<file path="config.mk">
export PLATFORM = sky130hd
export DESIGN_NAME = count_display_driver
export DESIGN_NICKNAME = d
export VERILOG_FILES = /design/src/rtl/count_display_driver.sv
export SDC_FILE = /design/constraint.sdc
export NUM_CORES = 1
export LEC_CHECK = 0
export ABC_AREA = 1
export BUFFER_PORTS_ARGS = -buffer_cell sky130_fd_sc_hd__buf_2
export CAP_MARGIN = 10
export CORE_MARGIN = 2
export CORE_UTILIZATION = 45
export DETAILED_ROUTE_END_ITERATION = 10
export PLACE_DENSITY = 0.74
export SYNTH_ARGS = -nofsm -noshare
export SYNTH_HDL_FRONTEND = slang
export SYNTH_SLANG_ARGS = --single-unit
</file>
<file path="constraint.sdc">
create_clock -name Clk -period 1.7 [get_ports Clk]
set_clock_uncertainty 0.2 [all_clocks]
set_input_delay 0.255 -clock Clk [delete_from_list [all_inputs] [get_ports Clk]]
set_output_delay 0.255 -clock Clk [all_outputs]
set_load 0.005 [all_outputs]
</file>
<file path="src/rtl/count_display_driver.sv">
// Samples a 4-bit count and drives two multiplexed active-low 7-segment digits.
// Optional macro DISPLAY_HEX_EN selects single-digit hex mode.
module count_display_driver #(
  parameter int REFRESH_DIV   = 4,
  parameter int BLANK_LEADING = 1
) (
  input  logic       Clk,
  input  logic       nReset,
  input  logic [3:0] Count,
  input  logic       Hold,
  output logic [6:0] Seg,
  output logic [1:0] An,
  output logic       Changed,
  output logic       Wrapped
);

  localparam logic [0:0]  ST_ONES   = 1'b0;
  localparam logic [0:0]  ST_TENS   = 1'b1;
  localparam logic [15:0] PRESC_MAX = 16'(REFRESH_DIV - 1);
  localparam logic [6:0]  SEG_BLANK = 7'h7F;

  logic [3:0]  r_count;
  logic        r_changed;
  logic        r_wrapped;
  logic [15:0] r_presc;
  logic [0:0]  r_state;
  logic [6:0]  r_seg;
  logic [1:0]  r_an;

  logic        w_tick;
  logic        w_diff;
  logic        w_wrap;
  logic [6:0]  w_seg_next;
  logic [1:0]  w_an_next;

  // Active-low {g,f,e,d,c,b,a}; codes without a glyph stay dark.
  function automatic logic [6:0] f_seg(input logic [3:0] d);
    logic [6:0] p;
    p = SEG_BLANK;
    case (d)
      4'd0: p = 7'b1000000;
      4'd1: p = 7'b1111001;
      4'd2: p = 7'b0100100;
      4'd3: p = 7'b0110000;
      4'd4: p = 7'b0011001;
      4'd5: p = 7'b0010010;
      4'd6: p = 7'b0000010;
      4'd7: p = 7'b1111000;
      4'd8: p = 7'b0000000;
      4'd9: p = 7'b0010000;
`ifdef DISPLAY_HEX_EN
      4'd10: p = 7'b0001000;
      4'd11: p = 7'b0000011;
      4'd12: p = 7'b1000110;
      4'd13: p = 7'b0100001;
      4'd14: p = 7'b0000110;
      4'd15: p = 7'b0001110;
`endif
      default: p = SEG_BLANK;
    endcase
    return p;
  endfunction

  assign w_tick = (r_presc == PRESC_MAX);
  assign w_diff = (Count != r_count);
  assign w_wrap = ((r_count == 4'd15) && (Count == 4'd0)) ||
                  ((r_count == 4'd0) && (Count == 4'd15));

`ifdef DISPLAY_HEX_EN
  always_comb begin
    w_seg_next = SEG_BLANK;
    w_an_next  = 2'b11;
    if (r_state == ST_ONES) begin
      w_seg_next = f_seg(r_count);
      w_an_next  = 2'b10;
    end
  end
`else
  logic       w_tens;
  logic [3:0] w_ones;

  assign w_tens = (r_count >= 4'd10);
  assign w_ones = w_tens ? (r_count - 4'd10) : r_count;

  always_comb begin
    w_seg_next = SEG_BLANK;
    w_an_next  = 2'b11;
    if (r_state == ST_ONES) begin
      w_seg_next = f_seg(w_ones);
      w_an_next  = 2'b10;
    end else if (w_tens || (BLANK_LEADING == 0)) begin
      w_seg_next = f_seg({3'b000, w_tens});
      w_an_next  = 2'b01;
    end
  end
`endif

  always_ff @(posedge Clk or negedge nReset) begin
    if (!nReset) begin
      r_count   <= 4'd0;
      r_changed <= 1'b0;
      r_wrapped <= 1'b0;
    end else begin
      if (!Hold) begin
        r_count <= Count;
      end
      r_changed <= !Hold && w_diff;
      r_wrapped <= !Hold && w_wrap;
    end
  end

  // Output register lags state/sample by one edge, so a new sample shows on the following update.
  always_ff @(posedge Clk or negedge nReset) begin
    if (!nReset) begin
      r_presc <= 16'd0;
      r_state <= ST_ONES;
      r_seg   <= SEG_BLANK;
      r_an    <= 2'b11;
    end else begin
      r_presc <= w_tick ? 16'd0 : (r_presc + 16'd1);
      if (w_tick) begin
        r_state <= (r_state == ST_ONES) ? ST_TENS : ST_ONES;
      end
      r_seg <= w_seg_next;
      r_an  <= w_an_next;
    end
  end

  assign Seg     = r_seg;
  assign An      = r_an;
  assign Changed = r_changed;
  assign Wrapped = r_wrapped;

endmodule

</file>
==> results of run 1 <==
==> final cells by class <==
cell class / instances / share of cell area, %
sequential: 32 / 37.7
tap: 50 / 2.90
multi-input combinational: 149 / 39.9
timing repair buffer: 27 / 8.11
clock buffer: 8 / 4.63
inverter: 39 / 6.77
==> critical path, delay by kind of cell (launching register included) <==
kind | cells | cell delay [ns]
AND/OR/NAND/NOR | 4 | 0.37
flip-flops | 1 | 0.42
AO/OA/AOI/OAI | 1 | 0.19
buffers and inverters | 1 | 0.06
adder cells (fa/ha/maj) | 1 | 0.30
==> repair_timing <==
action,CTS,global route
gates resized for setup,0,10
endpoints found under the setup margin,0,6
hold buffers,1,0
buffers inserted,0,0
hold endpoints to repair,9,0
==> path summary, 6_finish.rpt <==
| kind | startpoint | endpoint | slack, ns | depth (start not counted) |
|---|---|---|---|---|
| setup reg to reg | r_count[2]$_DFFE_PN0N_ | Seg[5]$_DFF_PN1_ | 0.1 | 7 |
| hold reg to reg | r_presc[0]$_DFF_PN0_ | r_presc[0]$_DFF_PN0_ | 0.27 | 1 |
| setup / recovery | r_count[2]$_DFFE_PN0N_ | Seg[5]$_DFF_PN1_ | 0.1 | 7 |
| min in group asynchronous | nReset | r_presc[9]$_DFF_PN0_ | 0.23 | 2 |
| hold / removal | Hold | Wrapped$_DFF_PN0_ | 0.05 | 2 |
| max in group asynchronous | nReset | An[1]$_DFF_PN1_ | 0.56 | 3 |
==> per-layer routing <==
metal / track usage (%) / vias to the layer above
met5: 0 / -
li1: - / 750
met2: 28.6 / 19
met1: 20.3 / 660
met4: 9.18 / 0
met3: 6.50 / 5
==> synthesized netlist by cell type <==
master,count
dfstp_2,9
xnor2_1,1
inv_1,33
nand2_1,54
a21oi_2,2
o21ai_0,5
nor2_8,1
o21ai_2,1
xor2_1,9
buf_6,3
o21ai_4,1
nor2_1,21
clkbuf_1,1
ha_1,5
nor2_2,1
dfrtp_1,23
nor2_4,2
o21ai_1,3
nor3_2,2
nor3_1,5
nand2_2,6
nand3_2,1
nand3_1,18
nand4_1,5
nand2_4,3
clkinv_1,1
a21oi_1,2
inv_2,5
==> registers in the layout, indices dropped and copies added (netlist names) <==
name / count
An: 2
Changed: 1
Seg: 7
Wrapped: 1
r_count: 4
r_presc: 16
r_state: 1
==> cells by family (layout without fill, tap and decap cells) <==
kind of cell,count (synthesis),after routing,share of synthesized area [%]
adders and majority gates,5,5,3.44
xor gates and xnor gates,10,10,4.82
AOI/OAI and AO/OA,14,14,5.10
and+or+nand+nor,119,120,31.8
buffers and inverters,43,74,10.1
DFF,32,32,44.7
==> where the power goes <==
group          internal, uW  total [uW]  switching (uW)
logic                   139         329             190
clock network           370         655             286
registers               837         862            24.4
==> per-stage QoR <==
| stage | utilization [%] | area, um2 | setup TNS (ns) | power [uW] |
|---|---|---|---|---|
| finish | 54.8 | 2160 | 0 | 1850 |
| floorplan | - | 1820 | 0 | 1060 |
| detailed placement | 50.9 | 2010 | 0 | 1170 |
| global placement | 50.9 | 2010 | 0 | 1170 |
| CTS | 53.7 | 2120 | 0 | 1840 |
| global route | 54.8 | 2160 | -0.0155 | 1960 |
==> results_dict.tcl, run 1 <==
set metrics [dict create \
    stdcell_count 305 \
    crit_path_end_kind "flip-flop" \
    crit_required_ns 1.71 \
    vias 1434 \
    antenna_left 0 \
    critPathMaxFanout 5 \
    critPathSlowestCell "dfrtp_1" \
    route.top_layer_used "met4" \
    min_period_ns 1.60 \
    hold_viol 0 \
    syn-num-nets 235 \
    ioPinCount 18 \
    dp_cells 295 \
    dr.pass1.iters 4 \
    final_common_cell "nand2_1" \
    yosys-top-cells-area "dfrtp_1, dfstp_2, nand2_1, inv_1, nand3_1" \
    grt_pass1_wl_um 5790 \
    fillers 361 \
    gr-usage-all-layers_pct 17.6 \
    clock-sinks 32 \
    synth-seq-area-share_pct 44.7 \
    die_w_um 67.5 \
    drt-initial-drc-count 47 \
    status "finished clean" \
    critical_path_class "reg -> reg" \
    grt_pass1_vias 1355 \
    multiInputGateArea_um2 862 \
    htreeDepth 2 \
    synth_top_area_share_pct 31.7 \
    cts_tree "yes" \
    final_cell_mix "nand2_1, inv_1, dfrtp_1, nor2_1, nand3_1" \
    cp_cell_sequence "inv_2 -> ha_1 -> nand2_2 -> nand2_4 -> nand3_4 -> a21oi_4 -> nand2_1" \
    cap_violations 0 \
    area_delta_synth_final_pct 18.9 \
    vias_per_cell 4.70 \
    yosysWarnings 0 \
    cpPeakStageDelay_ns 0.42 \
    nets 266 \
    wl_um 3420 \
    power.density_mw_per_mm2 854 \
    p_leak_uw 0.00119 \
    ir_drop_mv 0.458 \
    wl_met2_um 1730 \
    clkSlewWorstSetupHoldPaths_ns 0.07 \
    gp_congestion 0.856 \
    synth_largest_area_cell "dfrtp_1" \
    cts.path.max_buffers 2 \
    insertion_delay_ns 0.29 \
    drive_gt1_share_pct 29.8 \
    io_buffers 17 \
    syn_inst 223 \
    ys_ff_latch 32 \
    grt_max_degree 18 \
    start_util_pct 46.1 \
    syn_area_mm2 0.00182 \
    die_area_mm2 0.00456 \
    syn_area_per_cell_um2 8.15 \
    placementRows 23 \
    hp-class "in -> reg" \
    detail_route.wl_per_cell_um 11.2 \
    dp_hpwl_um 2550 \
    dpl_worst_slack_ns 0.0433 \
    ff_latch_area_um2 815 \
    wl_met3_um 110 \
    fin_hold_ws_ns 0.0454 \
    setup_viol 0 \
    slew_headroom_pct 72.4 \
    worst_slack_ns 0.0975 \
    antenna_found_initial 0 \
    drc_errors 0 \
    die_h_um 67.5 \
    crit_path_start_kind "flip-flop" \
    cts_buffers 5 \
    core-area_mm2 0.00394 \
    worst_slew_pin_slew_ns 0.415 \
    synth_cell_types 28 \
    fmax_mhz 624 \
    routedLengthMet1_um 1530 \
    root_buffer "clkbuf_8" \
    overflow 0 \
    antennaDiodeCount 0 \
    period_share_pct 94.3 \
    worstPathArrival_ns 1.62 \
    drv_slew 0 \
]
Power figures use the tool's default switching activity.
==> run 2, diff against run 1 <==
ABC_AREA = unset   (was 1)
PLACE_DENSITY = 0.75   (was 0.74)
==> results_dict.tcl, run 2 <==
set metrics [dict create \
    status "finished, violations left" \
    violations "negative setup slack" \
    worst_slack_ns -0.0951 \
    power.density_mw_per_mm2 926 \
    start_util_pct 46.5 \
    placementRows 22 \
    p_leak_uw 0.00100 \
    swShare_pct 26.0 \
    io_buffers 17 \
    p_int_uw 1540 \
    synth-async-reset-ratio_pct 100 \
    final_common_cell "buf_4" \
    grt_busiest_layer "met2" \
    switchingPower_uw 541 \
    crit_required_ns 1.70 \
    ys_ff_latch 32 \
    core-area_mm2 0.00363 \
    min_period_ns 1.80 \
    drc_errors 0 \
    overflow 0 \
    antenna_left 0 \
    largest_reg_flops 16 \
    antennaDiodeCount 0 \
    slew_headroom_pct 55.5 \
    cts_buffers 5 \
    clock-sinks 32 \
    die_h_um 65.2 \
    fmax_mhz 557 \
    ys.flop_type "dfrtp_1" \
    grt_pass1_vias 1287 \
    finalSetupTns_ns -0.381 \
    die_area_mm2 0.00426 \
    synthMostInstantiatedCell "dfrtp_1" \
    final_cell_mix "buf_4, dfrtp_1, buf_2, xnor2_1, dfstp_2" \
    period_share_pct 106 \
    clkSlewWorstSetupHoldPaths_ns 0.07 \
    syn_area_per_cell_um2 10.4 \
    antenna_found_initial 0 \
    syn_inst 163 \
    drt-initial-drc-count 64 \
    top_register "r_presc" \
    synth_edf_count 0 \
    pwr-share-seq_pct 41.3 \
    synth_cell_types 40 \
    grtUsageMet3_pct 4.45 \
    gp_congestion 0.883 \
    syn-num-nets 175 \
    rsz0062_at_grt "yes" \
    wl_um 3440 \
    drv_slew 0 \
    dp_cells 241 \
    synth_top_area_share_pct 34.1 \
    finish.utilization_pct 61.8 \
    htreeDepth 2 \
    worstPathArrival_ns 1.80 \
    critPathSlowestCell "dfrtp_2" \
    root_buffer "clkbuf_8" \
    drive_gt1_share_pct 40.3 \
    synth-seq-area-share_pct 48.1 \
    yosys-top-cells-area "dfrtp_1, dfstp_2, xnor2_1, ha_1, nand2b_1" \
    hp-class "in -> reg" \
    groute.layer.met2.usage_pct 26.9 \
    crit_path_end_kind "flip-flop" \
    cts.path.max_buffers 2 \
    synth_common_cells "dfrtp_1, xnor2_1, dfstp_2" \
    yosysWarnings 0 \
    fillers 290 \
    cp_cell_sequence "o21ai_4 -> ha_4 -> nor2b_4 -> o31ai_1 -> a221oi_1 -> a31oi_1" \
    critPathMaxFanout 5 \
    grt_use_met1_pct 23.3 \
    fin_area_mm2 0.00225 \
    die_w_um 65.2 \
    gr-usage-all-layers_pct 17.6 \
    critical_path_class "reg -> reg" \
    dr.pass1.iters 4 \
    nets 217 \
    p_clk_share_pct 34.2 \
    grt_pass1_wl_um 5730 \
    dp_hpwl_um 2390 \
    insertion_delay_ns 0.28 \
    cap_violations 0 \
    cpPeakStageDelay_ns 0.48 \
    vias 1363 \
    crit_path_start_kind "flip-flop" \
    power_frac_comb_pct 24.5 \
    ir_drop_mv 0.521 \
    area_delta_synth_final_pct 33.1 \
    post_dp_cell_area_mm2 0.00199 \
    vias_per_cell 5.37 \
    syn_area_mm2 0.00169 \
    synth_largest_area_cell "dfrtp_1" \
    ioPinCount 18 \
    worst_slew_pin_slew_ns 0.667 \
    detail_route.wl_per_cell_um 13.5 \
    hold_viol 0 \
    setup_viol 7 \
    cts_tree "yes" \
    grt_max_degree 33 \
    stdcell_count 254 \
]
-- run 2: cell count changes after synthesis, sizes merged, moves of 4 or more --
cell,delta
clkbuf,+6
nand3,-11
nor2,-17
nand2,-56
nor3,-4
xnor2,+14
xor2,-5
o21ai,-6
nand2b,+8
mux2,+4
inv,-32
-- run 2: critical path, delay by kind of cell, from the launching register on --
kind,cells,cell delay (ns)
compound gates,4,0.69
fa+ha+maj,1,0.23
flops,1,0.48
simple gates,1,0.12
-- run 2: logic make-up after synthesis --
group / after synthesis / synth area share, %
muxes: 4 / 2.67
buffers and inverters: 15 / 3.93
AOI/OAI and AO/OA: 28 / 11.0
xor gates and xnor gates: 19 / 9.86
and+or+nand+nor: 60 / 20.7
DFF: 32 / 48.1
adders and majority gates: 5 / 3.71
-- run 2: metrics by stage --
stage	setup WS [ns]	hold slack, ns	power, uW
CTS	-0.106	0.0141	2030
floorplan	-0.157	-0.241	1140
detailed placement	-0.108	0.132	1280
finish	-0.0951	0.0254	2080
global placement	-0.0832	0.124	1270
global route	-0.183	0.0288	2180
-- run 2: layout make-up --
| class | count | area (um2) | area share, % |
|---|---|---|---|
| flip-flops and latches | 32 | 813 | 36.2 |
| well taps | 48 | 60.1 | 2.67 |
| inverters | 6 | 27.5 | 1.22 |
| clock buffers | 5 | 68.8 | 3.06 |
| clock inverters | 3 | 42.5 | 1.89 |
| multi-input cells | 116 | 933 | 41.5 |
| repair buffers | 44 | 302 | 13.4 |
-- run 2: what timing repair did --
| action | 4_1_cts | 5_1_grt |
|---|---|---|
| hold buffers | 1 | 0 |
| buffers inserted | 1 | 3 |
| pin swaps | 2 | 10 |
| endpoints found under the hold margin | 23 | 0 |
| setup endpoints to repair | 8 | 12 |
| gates resized for setup | 7 | 13 |
-- run 2: routing by layer --
metal	vias to the layer above	share of wire, %
met5	-	0
met4	0	1.6
met2	32	47
met1	657	47
li1	667	-
met3	7	4.5
-- run 2: path summary, 6_finish.rpt --
check,from,to,slack (ns),cells after the start
setup / recovery,r_count[1]$_DFFE_PN0N_,Seg[1]$_DFF_PN1_,-0.1,6
hold / removal,Hold,Wrapped$_DFF_PN0_,0.03,2
setup reg to reg,r_count[1]$_DFFE_PN0N_,Seg[1]$_DFF_PN1_,-0.1,6
hold reg to reg,r_presc[15]$_DFF_PN0_,r_presc[15]$_DFF_PN0_,0.30,1
max in group asynchronous,nReset,r_count[1]$_DFFE_PN0N_,0.48,2
min in group asynchronous,nReset,r_presc[8]$_DFF_PN0_,0.35,2
-- run 2: power groups by stage --
stage / clock (uW) / combinational, uW / sequential [uW]
6_report: 711 / 510 / 860
3_3_place_gp: 0 / 399 / 868
2_1_floorplan: 0 / 262 / 877
3_5_place_dp: 0 / 412 / 870
4_1_cts: 729 / 441 / 857
5_1_grt: 766 / 552 / 866
==> run 3, diff against run 2 <==
RECOVER_POWER = 50   (was unset)
==> results_dict.tcl, run 3 (synthesized netlist as in run 2, its figures left out) <==
set metrics [dict create \
    status "finished, violations left" \
    violations "negative setup slack" \
    crit_path_end_kind "flip-flop" \
    placementRows 22 \
    hold_viol 0 \
    regToRegSetupSlack_ns -0.1 \
    cts_tree "yes" \
    antenna_left 0 \
    critical_path_class "reg -> reg" \
    nets 217 \
    ff_latch_area_um2 813 \
    final_cell_mix "dfrtp_1, buf_4, buf_2, xnor2_1, dfstp_2" \
    multiInputGateArea_um2 933 \
    overflow 0 \
    p_leak_uw 0.000999 \
    period_share_pct 106 \
    area_delta_synth_final_pct 32.9 \
    crit_required_ns 1.70 \
    power.total_uw 2080 \
    start_util_pct 46.5 \
    min_period_ns 1.80 \
    stdcell_count 254 \
    insertion_delay_ns 0.28 \
    setup_viol 7 \
    fin_hold_ws_ns 0.0254 \
    antenna_found_initial 0 \
    drc_errors 0 \
    hp-class "in -> reg" \
    gr-usage-all-layers_pct 17.6 \
    post_dp_cell_area_mm2 0.00199 \
    swShare_pct 26.0 \
    die_w_um 65.2 \
    cap_violations 0 \
    die_area_mm2 0.00426 \
    largest_reg_flops 16 \
    cpPeakStageDelay_ns 0.48 \
    clock-sinks 32 \
    grt_pass1_wl_um 5730 \
    root_buffer "clkbuf_8" \
    ir_drop_mv 0.521 \
    antennaDiodeCount 0 \
    vias_per_cell 5.37 \
    ioPinCount 18 \
    wl_um 3430 \
    switchingPower_uw 540 \
    dp_hpwl_um 2390 \
    worstPathArrival_ns 1.80 \
    pwr-share-seq_pct 41.3 \
    slew_headroom_pct 55.5 \
    htreeDepth 2 \
    critPathMaxFanout 5 \
    dp_cells 241 \
    p_clk_share_pct 34.2 \
    fmax_mhz 557 \
    worst_slack_ns -0.0955 \
    clkSlewWorstSetupHoldPaths_ns 0.07 \
    finalSetupTns_ns -0.377 \
    cts_buffers 5 \
    grt_max_degree 33 \
    power.density_mw_per_mm2 927 \
    rsz0062_at_grt "yes" \
    fillers 292 \
    detail_route.wl_per_cell_um 13.5 \
    drive_gt1_share_pct 39.8 \
    cts.path.max_buffers 2 \
    p_int_uw 1540 \
    top_register "r_presc" \
    io_buffers 17 \
    worst_slew_pin_slew_ns 0.667 \
    dr.pass1.iters 4 \
    fin_area_mm2 0.00224 \
    die_h_um 65.2 \
    crit_path_start_kind "flip-flop" \
    critPathSlowestCell "dfrtp_2" \
    gp_congestion 0.883 \
    cp_cell_sequence "o21ai_4 -> ha_4 -> nor2b_4 -> o31ai_1 -> a221oi_1 -> a31oi_1" \
    core-area_mm2 0.00363 \
    vias 1363 \
    drv_slew 0 \
    grt_pass1_vias 1287 \
    drt-initial-drc-count 69 \
    power_frac_comb_pct 24.5 \
]
==> run 3: cell count changes in the layout (fill, tap and decap cells not counted), sizes merged <==
cell	change
clkbuf	+1
buf	-1
==> run 3: critical path, delay by kind of cell, from the launching register on <==
family	cells	cell delay [ns]
flip-flops	1	0.48
adder cells (fa/ha/maj)	1	0.23
AO/OA/AOI/OAI	4	0.69
AND/OR/NAND/NOR	1	0.12
==> run 3: metal layers <==
metal  wire length [um]  vias to the layer above  GRT usage (%)
met2               1600                       34           26.9
met5                  0                        -              0
met3                165                        7           4.45
met1               1600                      656           23.3
li1                   -                      666              -
met4                 54                        0           8.33
==> run 3: power groups by stage <==
stage	Clock, uW	Combinational, uW	Sequential (uW)
6_report	711	509	860
4_1_cts	729	441	857
3_5_place_dp	0	412	870
5_1_grt	766	552	866
2_1_floorplan	0	262	877
3_3_place_gp	0	399	868
==> run 3: what timing repair did <==
item	CTS	global route
endpoints found under the setup margin	8	12
pin swaps	2	10
endpoints found under the hold margin	23	0
buffers inserted	1	3
gates resized for setup	7	13
hold buffers	1	0
==> run 3: layout make-up <==
type / count / share of cell area, %
Multi-Input combinational cell: 116 / 41.6
Sequential cell: 32 / 36.3
Timing Repair Buffer: 44 / 13.3
Clock buffer: 5 / 3.07
Tap cell: 48 / 2.68
Clock inverter: 3 / 1.90
Inverter: 6 / 1.23
==> run 3: final timing paths <==
check / startpoint / end / cells past startpoint
max: r_count[1]$_DFFE_PN0N_ / Seg[1]$_DFF_PN1_ / 6
min: Hold / Wrapped$_DFF_PN0_ / 2
max reg2reg: r_count[1]$_DFFE_PN0N_ / Seg[1]$_DFF_PN1_ / 6
min reg2reg: r_presc[15]$_DFF_PN0_ / r_presc[15]$_DFF_PN0_ / 1
max in group asynchronous: nReset / r_count[1]$_DFFE_PN0N_ / 2
min in group asynchronous: nReset / r_presc[8]$_DFF_PN0_ / 2
==> run 3: per-stage QoR <==
step / setup WS (ns) / utilization (%)
final: -0.0955 / 61.7
after global routing: -0.183 / 61.7
after CTS: -0.106 / 59.2
after detailed placement: -0.108 / 54.7
after global placement: -0.0832 / 54.7
after floorplan: -0.157 / -
